### config.mk
export PLATFORM = sky130hd
export DESIGN_NAME = prefix_scan_engine
export DESIGN_NICKNAME = d
export VERILOG_FILES = /design/src/rtl/prefix_scan_engine.sv
export SDC_FILE = /design/constraint.sdc
export NUM_CORES = 1
export LEC_CHECK = 0
export CAP_MARGIN = 0
export CORE_ASPECT_RATIO = 1.4
export CORE_UTILIZATION = 25
export DETAILED_ROUTE_END_ITERATION = 6
export GPL_ROUTABILITY_DRIVEN = 0
export GPL_TIMING_DRIVEN = 0
export PLACE_DENSITY_LB_ADDON = 0.1
export SKIP_CTS_REPAIR_TIMING = 1
export SYNTH_ARGS = -nofsm -noshare
export SYNTH_HDL_FRONTEND = slang
export SYNTH_SLANG_ARGS = --single-unit
export TNS_END_PERCENT = 1
### constraint.sdc
create_clock -name clk -period 7.05 [get_ports clk]
set_clock_uncertainty 0.1 [all_clocks]
set_input_delay 1.0575 -clock clk [delete_from_list [all_inputs] [get_ports clk]]
set_output_delay 1.0575 -clock clk [all_outputs]
set_load 0.1 [all_outputs]
### src/rtl/prefix_scan_engine.sv
// Carry-lookahead engine: Kogge-Stone prefix scan over (G,P) pairs. A result is valid log2(W)+1 cycles after accept.
// A single transaction is in flight at a time. in_ready is high only in IDLE, and the result is held in DONE until out_ready.
module prefix_scan_engine #(
  parameter int W  = 16,
  parameter int CW = 16
) (
  input  logic          clk,
  input  logic          rst,
  input  logic          in_valid,
  output logic          in_ready,
  input  logic [W-1:0]  g_in,
  input  logic [W-1:0]  p_in,
  input  logic          cin,
  output logic          out_valid,
  input  logic          out_ready,
  output logic [W-1:0]  carry,
  output logic          cout,
  output logic          p_all,
  output logic [CW-1:0] txn_count
);
  localparam int LOG = $clog2(W);
  localparam int LW  = $clog2(LOG + 1);

  typedef enum logic [1:0] {IDLE, SCAN, DONE} state_t;

  state_t         state_q, state_d;
  logic [W-1:0]   g_q, g_d, p_q, p_d;
  logic [LW-1:0]  level_q, level_d;
  logic [CW-1:0]  txn_q, txn_d;
  logic [LOG:0]   span;
  logic [W-1:0]   lo_mask, g_sh, p_sh;

  always_ff @(posedge clk) begin
    if (rst) begin
      state_q <= IDLE;
      g_q     <= '0;
      p_q     <= '0;
      level_q <= '0;
      txn_q   <= '0;
    end else begin
      state_q <= state_d;
      g_q     <= g_d;
      p_q     <= p_d;
      level_q <= level_d;
      txn_q   <= txn_d;
    end
  end

  always_comb begin
    state_d = state_q;
    g_d     = g_q;
    p_d     = p_q;
    level_d = level_q;
    txn_d   = txn_q;
    span    = (LOG + 1)'(1) << level_q;
    // Bits below the span have no partner at this level; a mask of ones keeps their P unchanged.
    lo_mask = ~({W{1'b1}} << span);
    g_sh    = g_q << span;
    p_sh    = (p_q << span) | lo_mask;
    case (state_q)
      IDLE: begin
        if (in_valid) begin
          g_d     = g_in;
          g_d[0]  = g_in[0] | (p_in[0] & cin);
          p_d     = p_in;
          level_d = '0;
          state_d = SCAN;
        end
      end
      SCAN: begin
        if (level_q == LW'(LOG)) begin
          state_d = DONE;
        end else begin
          g_d     = g_q | (p_q & g_sh);
          p_d     = p_q & p_sh;
          level_d = level_q + 1'b1;
        end
      end
      DONE: begin
        if (out_ready) begin
          state_d = IDLE;
          txn_d   = txn_q + 1'b1;
        end
      end
      default: state_d = IDLE;
    endcase
  end

  assign in_ready  = (state_q == IDLE);
  assign out_valid = (state_q == DONE);
  assign carry     = g_q;
  assign cout      = g_q[W-1];
  assign p_all     = p_q[W-1];
  assign txn_count = txn_q;
endmodule

==> results of run 1 <==
layout make-up:
| cell class | instances | area [um^2] | area share |
|---|---|---|---|
| Sequential cell | 53 | 1061 | 0.2065 |
| Tap cell | 196 | 245.2 | 0.04772 |
| Buffer | 42 | 219.0 | 0.04261 |
| Clock inverter | 2 | 15.01 | 0.002922 |
| Timing Repair Buffer | 71 | 710.7 | 0.1383 |
| Multi-Input combinational cell | 387 | 2706 | 0.5267 |
| Inverter | 14 | 52.55 | 0.01023 |
| Clock buffer | 6 | 128.9 | 0.02508 |
Yosys cell counts, types with 4 or more instances:
master / n / area share
mux2_2: 8 / 0.022
buf_2: 13 / 0.016
nand4_1: 10 / 0.015
a211oi_1: 9 / 0.017
nor4_1: 5 / 0.0077
o221ai_1: 4 / 0.0087
xnor2_1: 7 / 0.015
a31oi_1: 9 / 0.014
a21o_1: 4 / 0.0074
nand2b_1: 6 / 0.0093
mux2i_1: 31 / 0.077
or3_1: 4 / 0.0062
o21ai_0: 24 / 0.030
o211ai_1: 5 / 0.0093
nand3_1: 8 / 0.0099
clkbuf_1: 17 / 0.016
inv_1: 13 / 0.012
nor2_1: 59 / 0.055
and3_1: 6 / 0.0093
o32ai_1: 5 / 0.011
ha_1: 6 / 0.019
xor2_1: 5 / 0.011
nand2_1: 36 / 0.033
dfxtp_1: 53 / 0.26
a22oi_1: 9 / 0.017
mux4_2: 9 / 0.050
o22ai_1: 14 / 0.022
nor3_1: 14 / 0.017
nor2b_1: 8 / 0.012
a21oi_1: 28 / 0.035
buf_4: 6 / 0.011
critical path, stage by stage, from the launching register on:
cell,delay [ns]
dfxtp_1,0.35
clkbuf_1,0.23
nor2_1,0.19
clkdlybuf4s50_1,1.16
kinds of logic (layout without fill, tap and decap cells):
family	count (synthesis)	count (layout)
compound gates	147	147
xor+xnor	12	12
fa+ha+maj	6	6
buf+inv	56	135
flops	53	53
mux	51	51
simple gates	171	171
how the worst max path moves through the flow:
stage                            startpoint                     end  cells past startpoint
floorplan           state_q[0]$_SDFFE_PP0P_               out_valid                      2
global placement                   in_valid  carry[10]$_SDFFE_PP0P_                      7
detailed placement                 in_valid  carry[10]$_SDFFE_PP0P_                      7
CTS                 state_q[0]$_SDFFE_PP0P_               out_valid                      3
global route        state_q[0]$_SDFFE_PP0P_               out_valid                      3
finish              state_q[0]$_SDFFE_PP0P_               out_valid                      3
power breakdown:
group / internal, mW / switching [mW] / total [mW]
logic: 0.108 / 0.188 / 0.297
clock network: 0.132 / 0.126 / 0.258
registers: 0.313 / 0.0252 / 0.338
total: 0.553 / 0.339 / 0.893
routing by layer:
layer,vias up,part of all wire
met5,-,0
met4,0,0.053
met3,48,0.053
met2,160,0.49
met1,2129,0.40
li1,2024,-
through the flow:
stage               setup WS [ns]  hold slack [ns]  utilization  instances  power [mW]
global route                3.570           0.4618       0.3278        771      0.9315
detailed placement          3.641           0.4024       0.3186        763      0.6378
global placement            3.576           0.3847       0.3186        763      0.6386
floorplan                   4.074           0.3865            -        496      0.5378
finish                      3.661           0.4226       0.3278        771      0.8925
CTS                         3.659           0.4183       0.3278        771      0.9005
registers in the layout, indices dropped and copies added, names as in the netlist:
name	flops
txn_count	16
carry	16
level_q	3
state_q	2
p_q	16
==> summary.txt, run 1 <==
Synthesis
  – Yosys cell types: 70
  – Fraction of the mapped netlist area in compound gates: 0.2494
  – EDFF count, synth: 0
  – Yosys reg bits: 53
  – Syn_area_per_cell: 8.143 um^2
  – Largest family of logic cells by synthesized area: compound AO/OA/AOI/OAI gates
  – Post-synthesis simple-gate area fraction: 0.2072
  – Post-Synth Adder-Cell Area: 0.01859
  – Main flop type after synthesis: dfxtp_1
  – Mapped Cells: approximately 500
  – Synth Area in XOR/XNOR: 0.02602
  – Mapped Area: 0.004039 mm^2
  – Net count after synthesis: 539
  – Post-synthesis sequential area ratio: 0.2627
  – Mux cell area share after synthesis: 0.1688
  – Async SR Flop Fraction: 0
  – Synthesis warning total: 0

Power
  – P_leak: ~1.9 nW
  – Power density over the cells: 173.7 mW/mm^2
  – VDD IR-drop max: 0.08986 mV

Worst setup path
  – Start of the worst register-to-register path: level_q[0]$_SDFFE_PP0P_
  – Crit end category: output port
  – Worst r2r path cells: 8
  – Worst setup SP type: flip-flop
  – R2R Path End: carry[6]$_SDFFE_PP0P_
  – CP arrival: 2.23 ns
  – Reg2reg setup slack: 4.21 ns
  – WS Path Type: flip-flop to output port
  – Worst Path Max Fanout: 10
  – WP data required: slightly below 6 ns

Place
  – Hpwl dp: 13.05 mm
  – # port buffers: 71
  – Dpl cell area: 0.004995 mm^2

Floorplan
  – # IOs: 73
  – Die height: 152.4 um
  – Die area: 0.01667 mm^2
  – Core box area: 0.01568 mm^2
  – Die X: 109.4 um
  – Initial core utilization: 0.2577
  – Row count: 54

Detailed routing
  – Final ANT Viol Nets: 0
  – Vias per cell: roughly 5.7
  – Routed WL per cell: 22.65 um
  – Drt first pass iters: 5
  – Drt initial violations: 282
  – Detailed Route WL: 17.47 mm
  – # DRC: 0
  – Via count of the routed design: 4361

CTS
  – Worst-case clock buffer depth: 2
  – CTS Root Cell: clkbuf_16
  – CTS clk-pin slew, worst paths: 0.07 ns
  – Clk_lat worst skew: 0.30 ns
  – TritonCTS clock tree: built
  – CTS buffer count: 5
  – H-tree levels: 2
  – Clock tree sinks: 53

STA
  – Period minus WS final: 3.389 ns
  – RSZ-0062 raised after global routing: false
  – Setup TNS Final: 0 ns
  – Final setup viols: 0
  – Slew @ Worst Pin: around 0.98 ns
  – Final Hold Viols: 0
  – Max-slew headroom: 0.3474
  – Tcrit/Tclk final: 0.4807
  – Fmax: slightly below 300 MHz
  – Max Transition Viols Final: 0

GRT
  – Total track usage: 0.2160
  – GR peak layer: met2
  – Largest net degree at the start of global routing: 17
  – Initial antenna violation count: 0
  – Met2 Use GR: 0.3660
  – Vias in the first global route: 4433
  – Met3 Track Usage GR: 0.03593
  – Met1 Use GR: 0.2534
  – Global-route wire length before repair: roughly 27 mm
  – GR Overflow Total: 0

Flow run
  – Max Cap Violations: 0

Min path
  – WHS Endpoint: txn_count[5]$_SDFFE_PP0P_
  – Hold_sp: txn_count[5]$_SDFFE_PP0P_
  – Hold WC Path Type: flip-flop to flip-flop
  – Hold depth: 2

Cells and area
  – Area delta synth->final: 27.23%
  – Layout cell share with drive strength beyond 1: 0.09739
  – Fillers: 1716
  – Commonest non-fill, non-tap cell in the layout: clkdlybuf4s50_1
  – Post-route design area: about 0.0051 mm^2
  – Most frequent cells in the layout: clkdlybuf4s50_1 (71), nor2_1 (59), dfxtp_1 (53), nand2_1 (36), mux2i_1 (31)
  – N_diodes: 0
  – Fin nets: around 600

Status
  – Status: finished, final reports clean
Note: power is estimated with default switching activity, not from simulation.
==> run 2: changes to the inputs <==
- clock period: 7.05 -> 3.1 ns (I/O delays scaled with it)
==> results of run 2 <==
Same layout as run 1 (identical final DEF). Status: finished, final reports clean.
Main changes from that run: setup slack after placement 3.641 ns -> 0.2833 ns; clock-pin slew on the worst setup and hold paths 0.07 ns -> 0.08 ns; setup slack after layout 3.661 ns -> 0.2600 ns; start point of the critical path state_q[0]$_SDFFE_PP0P_ -> level_q[0]$_SDFFE_PP0P_; end point of the critical path out_valid -> carry[6]$_SDFFE_PP0P_; register-to-register setup slack 4.21 ns -> 0.26 ns; total power 0.8925 mW -> 2.030 mW; worst IR drop on VDD 0.08986 mV -> 0.2044 mV
